<file path="config.mk">
export PLATFORM = sky130hd
export DESIGN_NAME = gray_freq_meter
export DESIGN_NICKNAME = d
export VERILOG_FILES = /design/src/rtl/freq_meter_pkg.sv /design/src/rtl/gray_sync.sv /design/src/rtl/gray_freq_meter.sv
export SDC_FILE = /design/constraint.sdc
export NUM_CORES = 1
export LEC_CHECK = 0
export BUFFER_PORTS_ARGS = -buffer_cell sky130_fd_sc_hd__buf_2
export CAP_MARGIN = 20
export CORE_MARGIN = 2
export CORE_UTILIZATION = 61
export DETAILED_ROUTE_END_ITERATION = 6
export GPL_ROUTABILITY_DRIVEN = 0
export PLACE_DENSITY = 0.78
export REMOVE_ABC_BUFFERS = 1
export SLEW_MARGIN = 20
export SYNTH_ARGS = -nofsm -noshare
export SYNTH_HDL_FRONTEND = slang
export SYNTH_HIERARCHICAL = 1
export SYNTH_SLANG_ARGS = --single-unit
</file>
<file path="constraint.sdc">
create_clock -name clk_100MHz_i -period 5.9 [get_ports clk_100MHz_i]
set_clock_uncertainty 0.1 [all_clocks]
set_input_delay 0.59 -clock clk_100MHz_i [delete_from_list [all_inputs] [get_ports clk_100MHz_i]]
set_output_delay 0.59 -clock clk_100MHz_i [all_outputs]
set_load 0.05 [all_outputs]
</file>
<file path="src/rtl/freq_meter_pkg.sv">
// Shared types and helpers for the Gray-counter frequency meter.
// gray2bin works at the default width; narrower counters are zero-extended by the caller.
package freq_meter_pkg;

    localparam int unsigned CNT_W_DEFAULT = 16;

    typedef enum logic [1:0] {
        IDLE,
        ARM,
        MEASURE
    } fm_state_t;

    // Zero-extending a narrower Gray value leaves its low bits decoding identically.
    function automatic logic [CNT_W_DEFAULT-1:0] gray2bin(
        input logic [CNT_W_DEFAULT-1:0] gray
    );
        logic [CNT_W_DEFAULT-1:0] bin;
        bin[CNT_W_DEFAULT-1] = gray[CNT_W_DEFAULT-1];
        for (int i = CNT_W_DEFAULT - 2; i >= 0; i--) begin
            bin[i] = bin[i+1] ^ gray[i];
        end
        return bin;
    endfunction

endpackage

</file>
<file path="src/rtl/gray_sync.sv">
// Two-flop synchronizer for a foreign-domain Gray counter, followed by a registered
// Gray-to-binary decode. Reusable by any CDC counter reader.
module gray_sync
    import freq_meter_pkg::*;
#(
    parameter int unsigned CNT_W = CNT_W_DEFAULT
) (
    input  logic             clk_100MHz_i,
    input  logic             rst_n,
    input  logic [CNT_W-1:0] gray_i,
    output logic [CNT_W-1:0] bin_o
);

    logic [CNT_W-1:0]         sync1_q;
    logic [CNT_W-1:0]         sync2_q;
    logic [CNT_W_DEFAULT-1:0] gray_ext;
    logic [CNT_W_DEFAULT-1:0] bin_ext;

    always_comb begin
        gray_ext              = '0;
        gray_ext[CNT_W-1:0]   = sync2_q;
        bin_ext               = gray2bin(gray_ext);
    end

    always_ff @(posedge clk_100MHz_i or negedge rst_n) begin
        if (!rst_n) begin
            sync1_q <= '0;
            sync2_q <= '0;
            bin_o   <= '0;
        end else begin
            sync1_q <= gray_i;
            sync2_q <= sync1_q;
            bin_o   <= bin_ext[CNT_W-1:0];
        end
    end

endmodule

</file>
<file path="src/rtl/gray_freq_meter.sv">
// Counts increments of a synchronized Gray counter over a fixed gate window and
// publishes the saturated per-window count with a one-cycle valid pulse.
module gray_freq_meter
    import freq_meter_pkg::*;
#(
    parameter int unsigned CNT_W       = CNT_W_DEFAULT,
    parameter int unsigned GATE_CYCLES = 100000
) (
    input  logic             clk_100MHz_i,
    input  logic             rst_n,
    input  logic             en_i,
    input  logic [CNT_W-1:0] gray_i,
    output logic [CNT_W-1:0] freq_o,
    output logic             valid_o,
    output logic             ovf_o
);

    localparam int unsigned     GATE_W    = (GATE_CYCLES > 1) ? $clog2(GATE_CYCLES) : 1;
    localparam logic [GATE_W-1:0] GATE_LAST = GATE_W'(GATE_CYCLES - 1);
    localparam logic [CNT_W:0]  ACC_MAX   = {1'b0, {CNT_W{1'b1}}};

    fm_state_t         state_q;
    logic [CNT_W-1:0]  bin_q;
    logic [CNT_W-1:0]  bin_prev_q;
    logic [CNT_W-1:0]  step;
    logic [CNT_W:0]    acc_q;
    logic [CNT_W:0]    acc_sum;
    logic [CNT_W:0]    acc_next;
    logic              sat_q;
    logic              sat_next;
    logic [GATE_W-1:0] gate_q;

    gray_sync #(
        .CNT_W(CNT_W)
    ) u_gray_sync (
        .clk_100MHz_i(clk_100MHz_i),
        .rst_n       (rst_n),
        .gray_i      (gray_i),
        .bin_o       (bin_q)
    );

    // Modular subtraction turns a source wrap (all-ones to 0) into an ordinary step of 1.
    always_comb begin
        step     = bin_q - bin_prev_q;
        acc_sum  = acc_q + {1'b0, step};
        sat_next = sat_q | (acc_sum > ACC_MAX);
        acc_next = (acc_sum > ACC_MAX) ? ACC_MAX : acc_sum;
    end

    always_ff @(posedge clk_100MHz_i or negedge rst_n) begin
        if (!rst_n) begin
            state_q    <= IDLE;
            bin_prev_q <= '0;
            acc_q      <= '0;
            sat_q      <= 1'b0;
            gate_q     <= '0;
            freq_o     <= '0;
            valid_o    <= 1'b0;
            ovf_o      <= 1'b0;
        end else begin
            bin_prev_q <= bin_q;
            valid_o    <= 1'b0;
            unique case (state_q)
                IDLE: begin
                    if (en_i) state_q <= ARM;
                end
                ARM: begin
                    acc_q   <= '0;
                    gate_q  <= '0;
                    sat_q   <= 1'b0;
                    state_q <= MEASURE;
                end
                MEASURE: begin
                    // Dropping enable wins over the terminal cycle; the window is discarded.
                    if (!en_i) begin
                        state_q <= IDLE;
                    end else if (gate_q == GATE_LAST) begin
                        freq_o  <= sat_next ? '1 : acc_next[CNT_W-1:0];
                        ovf_o   <= sat_next;
                        valid_o <= 1'b1;
                        acc_q   <= '0;
                        gate_q  <= '0;
                        sat_q   <= 1'b0;
                    end else begin
                        gate_q  <= gate_q + 1'b1;
                        acc_q   <= acc_next;
                        sat_q   <= sat_next;
                    end
                end
                default: state_q <= IDLE;
            endcase
        end
    end

endmodule

</file>
==> impl_metrics.env <==
export IMPL_antenna_found_initial=0
export IMPL_relSlewSlack=0.3243
export IMPL_ios=37
export IMPL_syn_avg_cell_area_sq_um=11.45
export IMPL_status="complete, no violations"
export IMPL_ir_drop_uv=329.8
export IMPL_yosysWarningCount=6
export IMPL_drive_gt1_frac=0.1640
export IMPL_stdcell_count=696
export IMPL_clk_insertion_delay_late_ns=0.53
export IMPL_clkSlewWorstSetupHoldPaths_ns=0.07
export IMPL_final_period_utilization=0.8587
export IMPL_post_cts_resize_count=0
export IMPL_tightest_slew_ns=1.014
export IMPL_placed_cells=664
export IMPL_hold_slack_ns=0.01422
export IMPL_initialDrtViolationCount=269
export IMPL_final_area_sq_mm=0.006759
export IMPL_timing_rr_start="u_gray_sync/bin_o[0]"
export IMPL_tns_ns=0
export IMPL_yosys_most_used_dff="dfrtp_1"
export IMPL_wl_um=11450
export IMPL_cts_hold_buffers=0
export IMPL_grt_use_total=0.2418
export IMPL_core_area_sq_mm=0.009284
export IMPL_min_period_ns=5.066
export IMPL_cp_end_kind="register"
export IMPL_place_area_sq_mm=0.006163
export IMPL_ant_nets=0
export IMPL_nets=608
export IMPL_rrSetupSlack_ns=0.83
export IMPL_synth_area_sq_mm=0.005872
export IMPL_crit_path_top_delay_cell="nor3_4"
export IMPL_synthArstFlopShare=1.000
export IMPL_crit_path_max_fanout=16
export IMPL_ys_seq_elements=119
export IMPL_cts_tree="built"
export IMPL_fill_cells=656
export IMPL_insertedDiodeCount=0
export IMPL_synth_edff_count=0
export IMPL_dieArea_sq_mm=0.01043
export IMPL_min_path_type="in -> async"
export IMPL_total_leakage_power_nw=3.230
export IMPL_fp_dieW_um=102.1
export IMPL_wl_per_cell_um=16.45
export IMPL_htreeDepth=4
export IMPL_setup_viol=0
export IMPL_yosysUniqueCellTypes=64
export IMPL_rsz0062_at_grt="no"
export IMPL_required_ns=6.26
export IMPL_vias=4102
export IMPL_grt_overflow_total=0
export IMPL_die_y_um=102.1
export IMPL_cts_sinks=119
export IMPL_remaining_drc_errors=0
export IMPL_cts_made_buffers=17
export IMPL_worstSetupPathType="reg -> reg"
export IMPL_fmax_mhz=197.4
export IMPL_drv_slew=0
export IMPL_r2r_cells=18
export IMPL_crit_path_start_kind="register"
export IMPL_cts_path_max_buffers=2
export IMPL_io_buffers=36
export IMPL_layout_setup_ws_ns=0.8339
export IMPL_grt_pass1_vias=4109
export IMPL_dpl_hpwl_um=7459
export IMPL_firstDrtPassIters=5
export IMPL_crit_chain="inv_1 -> ha_1 -> fa_1 -> nor2b_1 -> o2111ai_1 -> a21boi_1 -> o31ai_1 -> a311oi_1 -> mux2i_1 -> or4_1 -> ha_1 -> and4_1 -> nor2_1 -> o21ai_0 -> nor2_1 -> a221o_1 -> nor3_4 -> o22a_1"
export IMPL_area_delta_synth_final_pct=15.11
export IMPL_r2r_end="sat_q"
export IMPL_grt_pass1_wl_um=19330
export IMPL_drv_cap=0
export IMPL_initial_core_util=0.6325
export IMPL_arrival_ns=5.42
export IMPL_grt_max_degree=61
export IMPL_root_buffer="clkbuf_8"
export IMPL_vias_per_cell=5.894
export IMPL_hold_viol_final=0
export IMPL_postSynthCellCount=513
export IMPL_register_area_sq_mm=0.002978
export IMPL_multiInputGateArea_sq_mm=0.002731
export IMPL_post_cts_buffers=0
export IMPL_ys_seq_area_frac=0.5071
export IMPL_dp_slack_ns=1.008
export IMPL_num_rows=35
export IMPL_powerDensity_mw_per_mm2=659.9
export IMPL_crit_path_max_incr_delay_ns=0.62
synthesized netlist by cell type, types with 2 or more instances:
cell type / number / area share
nand2_1: 32 / 0.020
o21bai_1: 3 / 0.0038
and4_1: 4 / 0.0060
o211ai_1: 3 / 0.0038
o31ai_1: 2 / 0.0026
o2111ai_1: 3 / 0.0045
o21a_1: 9 / 0.012
nor3b_1: 2 / 0.0026
a31oi_1: 4 / 0.0043
mux2i_1: 2 / 0.0034
nand3_1: 12 / 0.010
nand2b_1: 2 / 0.0021
inv_1: 26 / 0.017
xnor2_4: 2 / 0.0094
o21ai_0: 35 / 0.030
clkbuf_1: 11 / 0.0070
xor2_1: 20 / 0.030
nand3b_1: 3 / 0.0038
a221o_1: 8 / 0.014
a21o_1: 7 / 0.0089
ha_1: 33 / 0.070
xnor2_1: 27 / 0.040
nor4b_1: 3 / 0.0045
and2_1: 5 / 0.0053
buf_1: 3 / 0.0019
nor2b_1: 5 / 0.0053
nor4bb_1: 2 / 0.0034
a21oi_1: 19 / 0.016
o22a_1: 17 / 0.025
a221o_2: 8 / 0.015
a211oi_1: 3 / 0.0038
nor3_1: 8 / 0.0068
dfrtp_1: 119 / 0.51
nand4_1: 6 / 0.0064
nor2_1: 28 / 0.018
fa_1: 2 / 0.0068
and3_1: 8 / 0.0085
cells in the final DEF (no fill, tap or decap), types with 9 or more instances in the layout:
| master | netlist | final |
|---|---|---|
| o22a_1 | 17 | 17 |
| buf_2 | 0 | 35 |
| ha_1 | 33 | 33 |
| clkbuf_16 | 0 | 16 |
| nor2_1 | 28 | 27 |
| o21a_1 | 9 | 9 |
| dfrtp_1 | 119 | 119 |
| xnor2_1 | 27 | 27 |
| nand2_1 | 32 | 32 |
| inv_1 | 26 | 26 |
| xor2_1 | 20 | 20 |
| o21ai_0 | 35 | 35 |
| a21oi_1 | 19 | 18 |
| nand3_1 | 12 | 12 |
power by group:
part	switching (mW)	total [mW]	leakage [nW]	internal (mW)
combinational	1.36	2.36	1.44	1.00
sequential	0.0926	1.05	1.50	0.959
clock	0.423	1.04	0.293	0.621
total	1.88	4.46	3.23	2.58
critical path, delay by kind of cell, from the launching register on:
| family | cells | cell delay (ns) |
|---|---|---|
| mux | 1 | 0.13 |
| simple gates | 6 | 1.69 |
| flops | 1 | 0.34 |
| fa+ha+maj | 3 | 1.01 |
| buf+inv | 1 | 0.04 |
| compound gates | 7 | 1.68 |
kinds of logic after synthesis:
family          after synthesis  share of synthesized area
compound gates              135                     0.1707
xor+xnor                     54                    0.09866
fa+ha+maj                    35                    0.07714
buf+inv                      42                    0.02877
flops                       119                     0.5071
mux                           2                   0.003409
simple gates                126                     0.1142
area by class of cell:
class                      count  area share
clock buffer                  17     0.06127
timing repair buffer          38     0.02925
inverter                      26     0.01444
sequential                   119      0.4406
tap                          129     0.02388
multi-input combinational    352      0.4041
clock inverter                15     0.02647
metal layers:
layer | part of all wire | vias to the layer above | GRT usage
li1 | - | 1934 | -
met2 | 0.51 | 88 | 0.4069
met5 | 0 | - | 0
met4 | 0.021 | 0 | 0.1108
met1 | 0.44 | 2055 | 0.3042
met3 | 0.031 | 25 | 0.04720
worst max-delay path by stage:
| stage | start | endpoint | slack, ns | cells past startpoint |
|---|---|---|---|---|
| floorplan | u_gray_sync/bin_o[0] | sat_q | 1.49 | 18 |
| global placement | u_gray_sync/bin_o[0] | sat_q | 1.14 | 18 |
| detailed placement | u_gray_sync/bin_o[0] | sat_q | 1.01 | 18 |
| CTS | u_gray_sync/bin_o[0] | sat_q | 0.91 | 18 |
| global route | u_gray_sync/bin_o[0] | sat_q | 0.55 | 17 |
| finish | u_gray_sync/bin_o[0] | sat_q | 0.83 | 18 |
registers in the layout (all words and copies together) (netlist names):
| signal | count |
|---|---|
| acc_q | 17 |
| gate_q | 17 |
| bin_prev_q | 16 |
| freq_o | 16 |
| u_gray_sync/bin_o | 16 |
| u_gray_sync/gray_ext | 16 |
| u_gray_sync/sync1_q | 16 |
| state_q | 2 |
| ovf_o | 1 |
| sat_q | 1 |
| valid_o | 1 |
stage by stage:
step	util	power (mW)
floorplan	-	2.894
global placement	0.6639	3.317
detailed placement	0.6639	3.371
CTS	0.7278	4.461
global route	0.7280	4.771
finish	0.7280	4.460
Note: power is estimated with default switching activity, not from simulation.
